==> config.mk <==
export PLATFORM = sky130hd
export DESIGN_NAME = fifo_writer_helper
export DESIGN_NICKNAME = d
export VERILOG_FILES = /design/src/rtl/fifo_writer_helper.sv
export SDC_FILE = /design/constraint.sdc
export NUM_CORES = 1
export LEC_CHECK = 0
export BUFFER_PORTS_ARGS = -buffer_cell sky130_fd_sc_hd__buf_2
export CORE_UTILIZATION = 51
export CTS_CLUSTER_SIZE = 24
export DETAILED_ROUTE_END_ITERATION = 6
export PLACE_DENSITY_LB_ADDON = 0.05
export SLEW_MARGIN = 20
export SYNTH_ARGS = -nofsm -noshare
export SYNTH_HDL_FRONTEND = slang
export SYNTH_SLANG_ARGS = --single-unit
==> constraint.sdc <==
create_clock -name CLK -period 7 [get_ports CLK]
set_clock_uncertainty 0.2 [all_clocks]
set_input_delay 0.35 -clock CLK [delete_from_list [all_inputs] [get_ports CLK]]
set_output_delay 0.35 -clock CLK [all_outputs]
set_load 0.01 [all_outputs]
==> src/rtl/fifo_writer_helper.sv <==
// rtl/fifo_writer_helper.sv - byte-to-word packer feeding a downstream 32-bit FIFO
//
// Accepts a byte stream of a programmed length, packs four bytes per word and
// writes each word to a downstream FIFO. A final partial word is zero padded.
// A one-cycle done pulse follows the write of the last word.
//
// Build option: define FIFO_WRITER_LITTLE_ENDIAN_EN to place lane 0 in [7:0]
// (default: lane 0 in [31:24], matching the RX serializer).
//
// Ports:
//   CLK, RESET            clock (rising edge), asynchronous active-high reset
//   Write_Request         start pulse, sampled in IDLE only
//   i_TX_BUFFER_LENGTH    byte count, latched on an accepted request
//   serial_input[_valid]  byte stream in; serial_input_ready out
//   i_FIFO_full           downstream FIFO full
//   o_FIFO_din/_wr_en     packed word (registered) and write strobe
//   Pack_Counter          byte lane of the next accepted byte
//   Bytes_Counter         bytes accepted in the current buffer
//   FIFO_Writer_Busy      high in every state except IDLE
//   FIFO_Writer_Done      one-cycle pulse after the last word is written

module fifo_writer_helper #(
    parameter int DATA_W = 32,
    parameter int LEN_W  = 16
) (
    input  logic              CLK,
    input  logic              RESET,
    input  logic              Write_Request,
    input  logic [LEN_W-1:0]  i_TX_BUFFER_LENGTH,
    input  logic [7:0]        serial_input,
    input  logic              serial_input_valid,
    output logic              serial_input_ready,
    input  logic              i_FIFO_full,
    output logic [DATA_W-1:0] o_FIFO_din,
    output logic              o_FIFO_wr_en,
    output logic [1:0]        Pack_Counter,
    output logic [LEN_W-1:0]  Bytes_Counter,
    output logic              FIFO_Writer_Busy,
    output logic              FIFO_Writer_Done
);

    typedef enum logic [1:0] {
        S_IDLE  = 2'd0,
        S_PACK  = 2'd1,
        S_WRITE = 2'd2,
        S_DONE  = 2'd3
    } state_t;

    state_t              r_state;
    state_t              w_next_state;

    logic [LEN_W-1:0]    r_len;
    logic [LEN_W-1:0]    r_bytes;
    logic [1:0]          r_pack;
    logic [DATA_W-1:0]   r_word;

    logic                w_xfer;
    logic                w_write;
    logic                w_last_byte;
    logic                w_buf_end;
    logic [LEN_W:0]      w_bytes_inc;
    logic [4:0]          w_lane_lsb;

    assign w_xfer      = serial_input_valid & serial_input_ready;
    assign w_write     = o_FIFO_wr_en;
    // One extra bit so the +1 compare cannot wrap at the counter's maximum.
    assign w_bytes_inc = {1'b0, r_bytes} + {{LEN_W{1'b0}}, 1'b1};
    assign w_last_byte = (w_bytes_inc == {1'b0, r_len});
    assign w_buf_end   = (r_bytes == r_len);

    // Bit position of the lane selected by the pack counter.
`ifdef FIFO_WRITER_LITTLE_ENDIAN_EN
    assign w_lane_lsb = {r_pack, 3'b000};
`else
    assign w_lane_lsb = {~r_pack, 3'b000};
`endif

    // State register
    always_ff @(posedge CLK or posedge RESET) begin
        if (RESET) begin
            r_state <= S_IDLE;
        end else begin
            r_state <= w_next_state;
        end
    end

    // Next-state logic
    always_comb begin
        w_next_state = r_state;
        case (r_state)
            S_IDLE: begin
                if (Write_Request) begin
                    w_next_state = (i_TX_BUFFER_LENGTH == '0) ? S_DONE : S_PACK;
                end
            end
            S_PACK: begin
                if (w_xfer && ((r_pack == 2'd3) || w_last_byte)) begin
                    w_next_state = S_WRITE;
                end
            end
            S_WRITE: begin
                if (!i_FIFO_full) begin
                    w_next_state = w_buf_end ? S_DONE : S_PACK;
                end
            end
            S_DONE: begin
                w_next_state = S_IDLE;
            end
            default: begin
                w_next_state = S_IDLE;
            end
        endcase
    end

    // Output logic
    always_comb begin
        serial_input_ready = 1'b0;
        o_FIFO_wr_en       = 1'b0;
        FIFO_Writer_Busy   = 1'b1;
        FIFO_Writer_Done   = 1'b0;
        case (r_state)
            S_IDLE:  FIFO_Writer_Busy   = 1'b0;
            S_PACK:  serial_input_ready = 1'b1;
            S_WRITE: o_FIFO_wr_en       = ~i_FIFO_full;
            S_DONE:  FIFO_Writer_Done   = 1'b1;
            default: FIFO_Writer_Busy   = 1'b0;
        endcase
    end

    // Datapath: length latch, counters and word assembly. Lanes start cleared,
    // so any lane not filled by an input byte is left as zero padding.
    always_ff @(posedge CLK or posedge RESET) begin
        if (RESET) begin
            r_len   <= '0;
            r_bytes <= '0;
            r_pack  <= '0;
            r_word  <= '0;
        end else begin
            if (r_state == S_IDLE && Write_Request) begin
                r_len   <= i_TX_BUFFER_LENGTH;
                r_bytes <= '0;
                r_pack  <= '0;
                r_word  <= '0;
            end else if (w_xfer) begin
                r_word[w_lane_lsb +: 8] <= serial_input;
                r_pack  <= r_pack + 2'd1;
                r_bytes <= w_bytes_inc[LEN_W-1:0];
            end else if (w_write && !w_buf_end) begin
                r_word  <= '0;
                r_pack  <= '0;
            end
        end
    end

    assign o_FIFO_din    = r_word;
    assign Pack_Counter  = r_pack;
    assign Bytes_Counter = r_bytes;

endmodule

==> results of run 1 <==
==> sequential cells by signal, summed over array words and instances (netlist names) <==
signal and count:
o_FIFO_din 32, Bytes_Counter 16, r_len 16, Pack_Counter 2, r_state 2
==> power by group through the flow <==
stage          registers [mW]  logic [mW]  clock network (mW)
6_report                0.569       0.509               0.289
2_1_floorplan           0.567       0.348                   0
4_1_cts                 0.568       0.509               0.292
3_5_place_dp            0.576       0.503                   0
3_3_place_gp            0.572       0.500                   0
5_1_grt                 0.582       0.568               0.306
==> cell usage after synthesis (3+ instances only) <==
| cell | number | area [um^2] |
|---|---|---|
| dfrtp_1 | 68 | 1700 |
| nand2_1 | 66 | 248 |
| a22o_1 | 33 | 289 |
| nor2_1 | 17 | 63.8 |
| o21ai_0 | 17 | 85.1 |
| xnor2_1 | 14 | 123 |
| nand3_1 | 11 | 55.1 |
| nor4_1 | 10 | 62.6 |
| clkbuf_1 | 9 | 33.8 |
| inv_1 | 9 | 33.8 |
| nand4_1 | 9 | 56.3 |
| mux2i_1 | 7 | 70.1 |
| nor3_1 | 7 | 35.0 |
| xor2_1 | 7 | 61.3 |
| and2_1 | 6 | 37.5 |
| buf_2 | 6 | 30.0 |
| a21oi_1 | 5 | 25.0 |
| a31oi_1 | 5 | 31.3 |
| ha_1 | 5 | 62.6 |
| o21ai_2 | 5 | 43.8 |
| o31ai_1 | 5 | 37.5 |
| o211ai_1 | 4 | 30.0 |
| nand2b_1 | 3 | 18.8 |
| or4_1 | 3 | 22.5 |
==> critical path, stage by stage, from the launching register on <==
cell and delay, ns:
dfrtp_1 0.48, ha_1 0.30, nand3_1 0.39, nor4_1 0.45
xnor2_1 0.10, or4b_1 0.55, nor4_1 0.28, o211ai_1 0.12
==> metrics by stage <==
stage / power [mW] / setup slack [ns]
2_1_floorplan: 0.915 / 4.42
3_3_place_gp: 1.07 / 4.11
3_5_place_dp: 1.08 / 4.02
4_1_cts: 1.37 / 4.00
5_1_grt: 1.46 / 3.75
6_report: 1.37 / 3.97
==> final cells by class <==
cell class / count / share of cell area
Clock buffer: 12 / 0.0345
Clock inverter: 4 / 0.00595
Inverter: 9 / 0.00803
Multi-Input combinational cell: 268 / 0.409
Sequential cell: 68 / 0.404
Tap cell: 80 / 0.0238
Timing Repair Buffer: 90 / 0.115
==> layer usage <==
layer	wire length (um)	global-route usage	vias to the layer above
li1	-	-	1507
met5	0	0	-
met1	4070	0.349	1445
met2	4340	0.434	114
met4	176	0.108	0
met3	510	0.0506	17
==> kinds of logic (layout without fill, tap and decap cells) <==
kind of cell	count (synthesis)	in the layout	share of synthesized area
AND/OR/NAND/NOR	151	151	0.216
AO/OA/AOI/OAI	84	84	0.178
flip-flops	68	68	0.480
buffers and inverters	28	115	0.0370
XOR/XNOR	21	21	0.0519
multiplexers	7	7	0.0198
adder cells (fa/ha/maj)	5	5	0.0176
==> what timing repair did <==
item	CTS	global route
endpoints found under the setup margin	0	0
gates resized for setup	0	0
endpoints found under the hold margin	5	0
hold buffers	5	0
==> final timing paths <==
kind	from	to	slack, ns	depth (start not counted)
hold / removal	i_TX_BUFFER_LENGTH[3]	r_len[3]	0.003	3
min in group asynchronous	RESET	Bytes_Counter[3]	0.05	3
setup / recovery	Bytes_Counter[0]	r_state[0]	3.97	7
max in group asynchronous	RESET	r_len[1]	5.99	3
setup reg to reg	Bytes_Counter[0]	r_state[0]	3.97	7
hold reg to reg	r_len[6]	r_len[6]	0.29	2
==> impl_results.md, run 1 <==
- Vias: between 3,000 and 4,000
- Detail Route Antenna Nets: 0
- First-pass DRT Iterations: 5
- EDFF count, synth: 0
- FF/Latch Area: between 1500 and 2000 um^2
- Leading cell types in the layout, fill and taps excluded: buf_2 (82), dfrtp_1 (68), nand2_1 (66)
- Leakage power: roughly 2.1 nW
- Non-filler instance count after layout: between 500 and 600
- Later-pin clock latency in the skew report: 0.35 ns
- Clk pwr share: 0.211
- Net Sw Frac: 0.403
- Final Cell Area: 4210 um^2
- Sink Count: 68
- Syn_area_per_cell: slightly below 10 um^2
- Post-DR wirelength/cell: approximately 17 um
- Placer Congestion: 0.884
- Placed inst area: ~4000 um^2
- Arrival time worst endpoint: 3.01 ns
- Layout cells sized above 1: 0.248
- Fin util: 0.623
- Fmax: roughly 330 MHz
- CTS max path bufs: 2
- Status: complete, no violations
- Final setup violation count: 0
- Vias in the first global route: 2,971
- Yosys warning total: 0
- Total GRT Usage: 0.265
- Die height: around 85 um
- Final Critical Period: 3.03 ns
- Post-Route Setup TNS: 0 ns
- # rows: 30
- Cells after DPL: 510
- IO Pins: 83
- Slew @ Worst Pin: 0.967 ns
- DRC Markers: 0
- N_diodes: 0
- Max Cap Viol: 0
- Synthesized area: 3550 um^2
- IO Port Bufs: 82
- H-Tree Depth: 3
- Fillers: 601
- Library cells used by synthesis: 50
- Unrepaired setup endpoints after global routing: no
- Worst-path fanout max: 13
- Fin crit share: 0.433
- Pins Over Slew Limit: 0
- Area of the multi-input gates: 1720 um^2
- CTS clk-pin slew, worst paths: 0.07 ns
- Initial core utilization: 0.525
- CTS tree: built
- Net Switching: 0.551 mW
- Synthesized Nets: 398
- Setup crit start kind: flop
- CTS Root Cell: clkbuf_8
- Synthesized instance count: 364
- Crit path capture type: flop
- Worst Path Required: 6.98 ns
- Top_reg_cell synth: dfrtp_1
- Global-route wire length before repair: 14,900 um
- Sequential power share: 0.416
- Post-DR vias/cell: 5.81
- DIE AREA: 7290 um^2
- Seq/Total Area, Yosys: 0.480
- Die width: 85.4 um
- Pwr dens: 325 nW/um^2
- Final wirelength: 9090 um
- Worst vdd ir: 0.185 mV
- Postcts setup bufs: 0
- Slew headroom: 0.350
- HP Class: in -> reg
- Comb pwr share: 0.373
- Final hold violations: 0
- Yosys reg bits: 68
- CP Class: reg -> reg
- Pin count of the biggest net entering global routing: 69
- TritonCTS buffer count: 9
- Placed wire-length estimate: 6460 um
- Leading cell type in the layout, fill and taps excluded: buf_2
- GRT overflow: 0
- Total internal power: 0.815 mW
- Synth-to-layout area growth: 18.6%
- Std-Cell Core Area: 6760 um^2
- Hold WS: 0.00311 ns
- Async set-reset flop share out of synthesis: 1.00
- Initial antenna violation count: 0
- Detailed Route Iter0 Violations: roughly 190
- Nets: 480
Power figures use the tool's default switching activity.
==> run 2, diff against run 1 <==
--- a/config.mk
+++ b/config.mk
@@ -5,6 +5,7 @@
 export SDC_FILE = /design/constraint.sdc
 export NUM_CORES = 1
 export LEC_CHECK = 0
+export ABC_AREA = 1
 export BUFFER_PORTS_ARGS = -buffer_cell sky130_fd_sc_hd__buf_2
 export CORE_UTILIZATION = 51
 export CTS_CLUSTER_SIZE = 24
==> constraint.sdc (replaced) <==
create_clock -name CLK -period 2.8 [get_ports CLK]
set_clock_uncertainty 0.2 [all_clocks]
set_input_delay 0.14 -clock CLK [delete_from_list [all_inputs] [get_ports CLK]]
set_output_delay 0.14 -clock CLK [all_outputs]
set_load 0.01 [all_outputs]
==> run 2 against run 1 <==
Clock-buffer cell count shrank 2. Cell count increased by 31%. Clock power rose to 3.1 times the previous value. Critical endpoint is now r_state[1]. Flip-flop and latch count stayed put. Critical path depth grew 8. Routed wire length increased by 12%. Synthesized cell count increased by 32%. Die area up 4.3%. Sequential share of layout area decreased by 4.3 points. Sequential power up 150%.
==> impl_results.md, run 2 <==
- Fmax: 428 MHz (+30%)
- Most frequent cells after synthesis: nand2_1 (158), dfrtp_1 (68), inv_1 (56)
- Later-pin clock latency in the skew report: 0.35 ns (about the same)
- Cell with the most instances after synthesis: nand2_1
- Unrepaired setup endpoints after global routing: no
- Slew @ Worst Pin: 0.569 ns (-0.398 ns)
- Post-DR wirelength/cell: 14.6 um (-15%)
- M2 GR Usage: 0.445 (+0.0112)
- Total GRT Usage: 0.294 (+0.0282)
- Setup crit start kind: flop
- Post-synth top area share: 0.460 (-0.0201)
- Detail Route Antenna Nets: 0 (unchanged)
- Seq/Total Area, Yosys: 0.460 (-0.0201)
- Async set-reset flop share out of synthesis: 1.00 (unchanged)
- Max Cap Viol: 0 (unchanged)
- First-pass DRT Iterations: 4 (-1)
- Pins Over Slew Limit: 0 (unchanged)
- Status: complete, no violations
- TritonCTS buffer count: 9 (unchanged)
- CP Class: reg -> reg
- Final setup violation count: 0 (unchanged)
- Post-Route Setup TNS: 0 ns (unchanged)
- Post-DR vias/cell: 5.14 (-11%)
- DIE AREA: 7600 um^2 (+4.3%)
- Post-CTS sizing: 0 (unchanged)
- Pin count of the biggest net entering global routing: 25 (-64%)
- Slowest-stage cell, CP: dfrtp_1
- Synthesized area: 3700 um^2 (+4.4%)
- CTS tree: built
- Worst-path fanout max: 8 (-5)
- Synthesized instance count: 479 (+32%)
- Leading cell type in the layout, fill and taps excluded: nand2_1
- Slew headroom: 0.617 (+0.267)
- Synthesized Nets: 513 (+29%)
- Fillers: 624 (+3.8%)
- Library cells used by synthesis: 35 (-30%)
- Final hold violations: 0 (unchanged)
- Synth area leader: dfrtp_1
- Die width: 87.2 um (+2.1%)
- Final Critical Period: 2.33 ns (-0.699 ns)
- Vias in the first global route: 3,358 (+13%)
- Placer Congestion: 0.866 (-2.1%)
- IO Port Bufs: 82 (unchanged)
- Std-Cell Core Area: 6910 um^2 (+2.2%)
- Most used routing layer: met2
- Sink Count: 68 (unchanged)
- Final wirelength: 10,200 um (+12%)
- H-Tree Depth: 3 (unchanged)
- Max reg flops: 32 (unchanged)
- Fin crit share: 0.834 (+0.400)
- Final setup margin: 0.466 ns (-3.50 ns)
- N_diodes: 0 (unchanged)
- Placed wire-length estimate: 7490 um (+16%)
- Nets: 630 (+31%)
- DRC Markers: 0 (unchanged)
- Top_reg_cell synth: dfrtp_1
- CTS Root Cell: clkbuf_8
- Most Frequent Cell on Critical Path: nand2_1
- Synth top area cells: dfrtp_1 (46%), nand2_1 (16%), inv_1 (5.7%), o21ai_0 (5.3%), xor2_1 (3.5%)
- CTS max path bufs: 2 (unchanged)
- Leakage power: 2.49 nW (+19%)
- Layout cells sized above 1: 0.220 (-0.0287)
- Detailed Route Iter0 Violations: 223 (+16%)
- Met3 GRT Util: 0.0389 (-0.0117)
- Critical-path cell list: ha_1 -> nand3_1 -> inv_2 -> nand2_1 -> and2_1 -> nor2_1 -> nor2_1 -> nand2_1 -> nor2_1 -> nand2_1 -> nand2_1 -> nand2_1 -> nand2_1 -> nand2_1 -> nand2_1
- Worst Path Required: 2.84 ns (-4.14 ns)
- EDFF count, synth: 0 (unchanged)
- # rows: 30 (unchanged)
- Crit path capture type: flop
- Reg-to-reg setup timing slack: 0.47 ns (-3.50 ns)
- CP peak stage delay: 0.46 ns (-0.09 ns)
- Pwr dens: 820 nW/um^2 (+150%)
- Initial core utilization: 0.536 (+0.0111)
- Synth-to-layout area growth: 27.2%
- Vias: 3,583 (+16%)
- Leading cell types in the layout, fill and taps excluded: nand2_1 (158), buf_2 (82), dfrtp_1 (68)
- Worst vdd ir: 0.444 mV (+140%)
- Yosys reg bits: 68 (unchanged)
- Syn_area_per_cell: 7.73 um^2 (-21%)
- GR Util met1: 0.434 (+0.0854)
- Arrival time worst endpoint: 2.37 ns (-0.64 ns)
- Die height: 87.2 um (+2.1%)
- Global-route wire length before repair: 16,800 um (+13%)
- Yosys warning total: 0 (unchanged)
- Initial antenna violation count: 0 (unchanged)
- HP Class: in -> reg
- IO Pins: 83 (unchanged)
- Place WS: 0.514 ns (-3.50 ns)
- GRT overflow: 0 (unchanged)
- CTS clk-pin slew, worst paths: 0.07 ns (about the same)
## run 2: area by class of cell
type / instances / area [um^2] / share of cell area
sequential: 68 / 1700 / 0.361
clock buffer: 10 / 128 / 0.0271
timing repair buffer: 114 / 718 / 0.152
multi-input combinational: 341 / 1720 / 0.365
tap: 96 / 120 / 0.0255
inverter: 62 / 233 / 0.0494
clock inverter: 6 / 88.8 / 0.0189
## run 2: stage by stage
stage | std cells | instance area [um^2] | power [mW] | hold WS, ns | util
floorplan | 479 | 3700 | 2.47 | 0.0566 | -
CTS | 697 | 4710 | 3.85 | 0.0706 | 0.682
finish | 697 | 4710 | 3.86 | 0.0910 | 0.682
detailed placement | 654 | 4220 | 2.93 | -0.00621 | 0.612
global placement | 654 | 4220 | 2.91 | -0.0135 | 0.612
global route | 697 | 4710 | 4.15 | 0.138 | 0.682
## run 2: worst paths after layout
| kind | start | endpoint | cells after the start |
|---|---|---|---|
| min | Write_Request | r_state[1] | 5 |
| max reg2reg | Bytes_Counter[1] | r_state[1] | 15 |
| max | Bytes_Counter[1] | r_state[1] | 15 |
| min reg2reg | o_FIFO_din[17] | o_FIFO_din[17] | 2 |
| min in group asynchronous | RESET | o_FIFO_din[13] | 3 |
| max in group asynchronous | RESET | Pack_Counter[1] | 4 |
## run 2: cells by family after synthesis
logic type,count (synthesis),share of synthesized area
and+or+nand+nor,244,0.288
AOI/OAI and AO/OA,73,0.115
buffers and inverters,70,0.0754
DFF,68,0.460
xor gates and xnor gates,18,0.0426
adders and majority gates,5,0.0169
muxes,1,0.00304
## run 2: layer usage
metal / vias to the layer above / routed length [um]
met5: - / 0
met4: 0 / 154
met3: 14 / 491
met2: 112 / 4540
met1: 1684 / 4990
li1: 1773 / -
## run 2: repair_timing
action	CTS	global route
endpoints found under the hold margin	69	0
buffers inserted	0	0
hold buffers	27	0
## run 2: worst max-delay path, delay by kind of cell, from the launching register on
family,cells,cell delay [ns]
adder cells (fa/ha/maj),1,0.23
flip-flops,1,0.46
AND/OR/NAND/NOR,13,1.13
buffers and inverters,1,0.21
## run 2: power by group
| group | switching (mW) | internal (mW) |
|---|---|---|
| Clock | 0.397 | 0.502 |
| Sequential | 0.191 | 1.21 |
| Combinational | 1.03 | 0.537 |
| Total | 1.62 | 2.24 |
==> run 3, diff against run 2 <==
--- a/config.mk
+++ b/config.mk
@@ -7,7 +7,7 @@
 export LEC_CHECK = 0
 export ABC_AREA = 1
 export BUFFER_PORTS_ARGS = -buffer_cell sky130_fd_sc_hd__buf_2
-export CORE_UTILIZATION = 51
+export CORE_UTILIZATION = 49
 export CTS_CLUSTER_SIZE = 24
 export DETAILED_ROUTE_END_ITERATION = 6
 export PLACE_DENSITY_LB_ADDON = 0.05
==> constraint.sdc (replaced) <==
create_clock -name CLK -period 2.1 [get_ports CLK]
set_clock_uncertainty 0.2 [all_clocks]
set_input_delay 0.105 -clock CLK [delete_from_list [all_inputs] [get_ports CLK]]
set_output_delay 0.105 -clock CLK [all_outputs]
set_load 0.01 [all_outputs]
==> run 3 against run 2 <==
Critical path type unchanged. Flip-flop and latch count is the same. Global-route usage down 1.1 points. Fmax grew 16%. Core utilization rose by 1.1 points. Clock-buffer cell count is 1 lower. Sequential share of layout area down 2.2 points. Clock power rose by 37%. Die area increased by 4.0%. Critical endpoint unchanged. Sequential power up 33%. Critical path depth did not move.
==> impl_results.md, run 3 (synthesis results as in run 2) <==
- Status: complete, no violations
- Detail Route Antenna Nets: 0 (unchanged)
- Fmax: 497 MHz (+16%)
- Worst vdd ir: 0.763 mV (+72%)
- DIE AREA: 7910 um^2 (+4.0%)
- Non-filler instance count after layout: 723 (+3.7%)
- Slowest-stage cell, CP: dfrtp_1
- Worst Path Required: 2.15 ns (-0.69 ns)
- Final wirelength: 10,900 um (+7.1%)
- Post-DR wirelength/cell: 15.1 um (+3.2%)
- Arrival time worst endpoint: 2.06 ns (-0.31 ns)
- Worst-path fanout max: 8 (unchanged)
- Die width: 88.9 um (+2.0%)
- Initial antenna violation count: 0 (unchanged)
- Final Cell Area: 5050 um^2 (+7.3%)
- # rows: 31 (+3.3%)
- CTS Root Cell: clkbuf_8
- Synth-to-layout area growth: 36.5%
- HP Class: in -> async
- TritonCTS buffer count: 9 (unchanged)
- Crit path capture type: flop
- Post-DR vias/cell: 5.20 (+1.1%)
- Max reg flops: 32 (unchanged)
- Final setup violation count: 0 (unchanged)
- H-Tree Depth: 3 (unchanged)
- Vias in the first global route: 3,509 (+4.5%)
- Post-Route Setup TNS: 0 ns (unchanged)
- Placed inst area: 4320 um^2 (+2.3%)
- Cells after DPL: 668 (+2.1%)
- IO Pins: 83 (unchanged)
- Leading cell type in the layout, fill and taps excluded: nand2_1
- Pins Over Slew Limit: 0 (unchanged)
- N_diodes: 0 (unchanged)
- CTS max path bufs: 2 (unchanged)
- Slew @ Worst Pin: 0.549 ns (-0.0205 ns)
- GRT overflow: 0 (unchanged)
- Fin crit share: 0.959 (+0.125)
- Pwr dens: 1090 nW/um^2 (+33%)
- Setup crit start kind: flop
- CP peak stage delay: 0.42 ns (-0.04 ns)
- Max Cap Viol: 0 (unchanged)
- Placed wire-length estimate: 7510 um (+0.25%)
- Critical-path cell list: ha_4 -> nand3_2 -> inv_4 -> nand2_1 -> and2_1 -> nor2_2 -> nor2_1 -> nand2_1 -> nor2_1 -> nand2_1 -> nand2_1 -> nand2_1 -> nand2_1 -> nand2_1 -> nand2_1
- Slew headroom: 0.631 (+0.0138)
- Sink Count: 68 (unchanged)
- CP Class: reg -> reg
- Vias: 3,756 (+4.8%)
- Initial core utilization: 0.508 (-0.0283)
- Total GRT Usage: 0.282 (-0.0114)
- Placer Congestion: 0.917 (+5.9%)
- Global-route wire length before repair: 16,600 um (-0.87%)
- CTS clk-pin slew, worst paths: 0.08 ns (about the same)
- Later-pin clock latency in the skew report: 0.35 ns (about the same)
- Unrepaired setup endpoints after global routing: yes
- Hold WS: 0.150 ns (+0.0588 ns)
- Die height: 88.9 um (+2.0%)
- Layout cells sized above 1: 0.293 (+0.0736)
- CTS tree: built
- Final Critical Period: 2.01 ns (-0.321 ns)
- Leakage power: 2.63 nW (+5.6%)
- Std-Cell Core Area: 7290 um^2 (+5.6%)
- Final hold violations: 0 (unchanged)
- Nets: 653 (+3.7%)
- Pin count of the biggest net entering global routing: 26 (+4.0%)
- Most Frequent Cell on Critical Path: nand2_1
- Detailed Route Iter0 Violations: 241 (+8.1%)
- IO Port Bufs: 82 (unchanged)
- DRC Markers: 0 (unchanged)
- Leading cell types in the layout, fill and taps excluded: nand2_1 (152), buf_2 (82), dfrtp_1 (57)
- First-pass DRT Iterations: 5 (+1)
-- run 3: changes by cell type in the layout (fill, tap and decap cells not counted), sizes merged --
cell	previous run	this run
buf	87	108
inv	61	63
clkbuf	10	9
clkinvlp	2	1
dlygate4sd3	27	28
o21ai	49	50
-- run 3: power breakdown --
part / internal [mW] / total, mW / switching (mW)
Sequential: 1.61 / 1.86 / 0.253
Combinational: 0.890 / 2.43 / 1.54
Clock: 0.677 / 1.23 / 0.555
Total: 3.18 / 5.53 / 2.35
-- run 3: worst max-delay path: cells and delay by family (launching register included) --
family,cells,cell delay (ns)
and+or+nand+nor,13,0.97
DFF,1,0.42
adders and majority gates,1,0.17
buffers and inverters,1,0.14
-- run 3: repair_timing --
item                                    in CTS  in global routing
endpoints found under the setup margin       1                 34
hold buffers                                28                  0
cloned                                       0                  1
setup buffers                                0                 10
hold endpoints to repair                    68                  0
gates resized for setup                      1                 46
pin swaps                                    0                 11
-- run 3: path summary, 6_finish.rpt --
kind                                   from           endpoint  slack [ns]  depth (start not counted)
min                                   RESET     o_FIFO_din[12]        0.15                          3
min reg2reg                   o_FIFO_din[8]      o_FIFO_din[8]        0.28                          2
max reg2reg                Bytes_Counter[0]         r_state[1]        0.09                         15
min in group CLK              o_FIFO_din[8]      o_FIFO_din[8]        0.28                          2
max                        Bytes_Counter[0]         r_state[1]        0.09                         15
max in group asynchronous             RESET  Bytes_Counter[14]        0.81                          4
-- run 3: per-stage QoR --
step                utilization  setup WS, ns  power (mW)
global route              0.693       -0.0728        5.92
detailed placement        0.593        0.0203        4.00
global placement          0.593        0.0465        3.97
CTS                       0.662       0.00472        5.30
floorplan                     -        0.0835        3.29
finish                    0.693        0.0867        5.53
-- run 3: final cells by class --
class | instances | area [um^2]
Multi-Input combinational cell | 342 | 1850
Inverter | 62 | 235
Tap cell | 99 | 124
Sequential cell | 68 | 1720
Clock buffer | 9 | 124
Timing Repair Buffer | 136 | 910
Fill cell | 672 | 2240
Clock inverter | 7 | 98.8
-- run 3: routing by layer --
layer  part of all wire  global-route usage  vias to the layer above  routed length (um)
met4              0.017               0.106                        0                 190
met3              0.067              0.0656                       15                 734
met1               0.45               0.387                     1779                4930
met5                  0                   0                        -                   0
li1                   -                   -                     1814                   -
met2               0.46               0.437                      148                5050
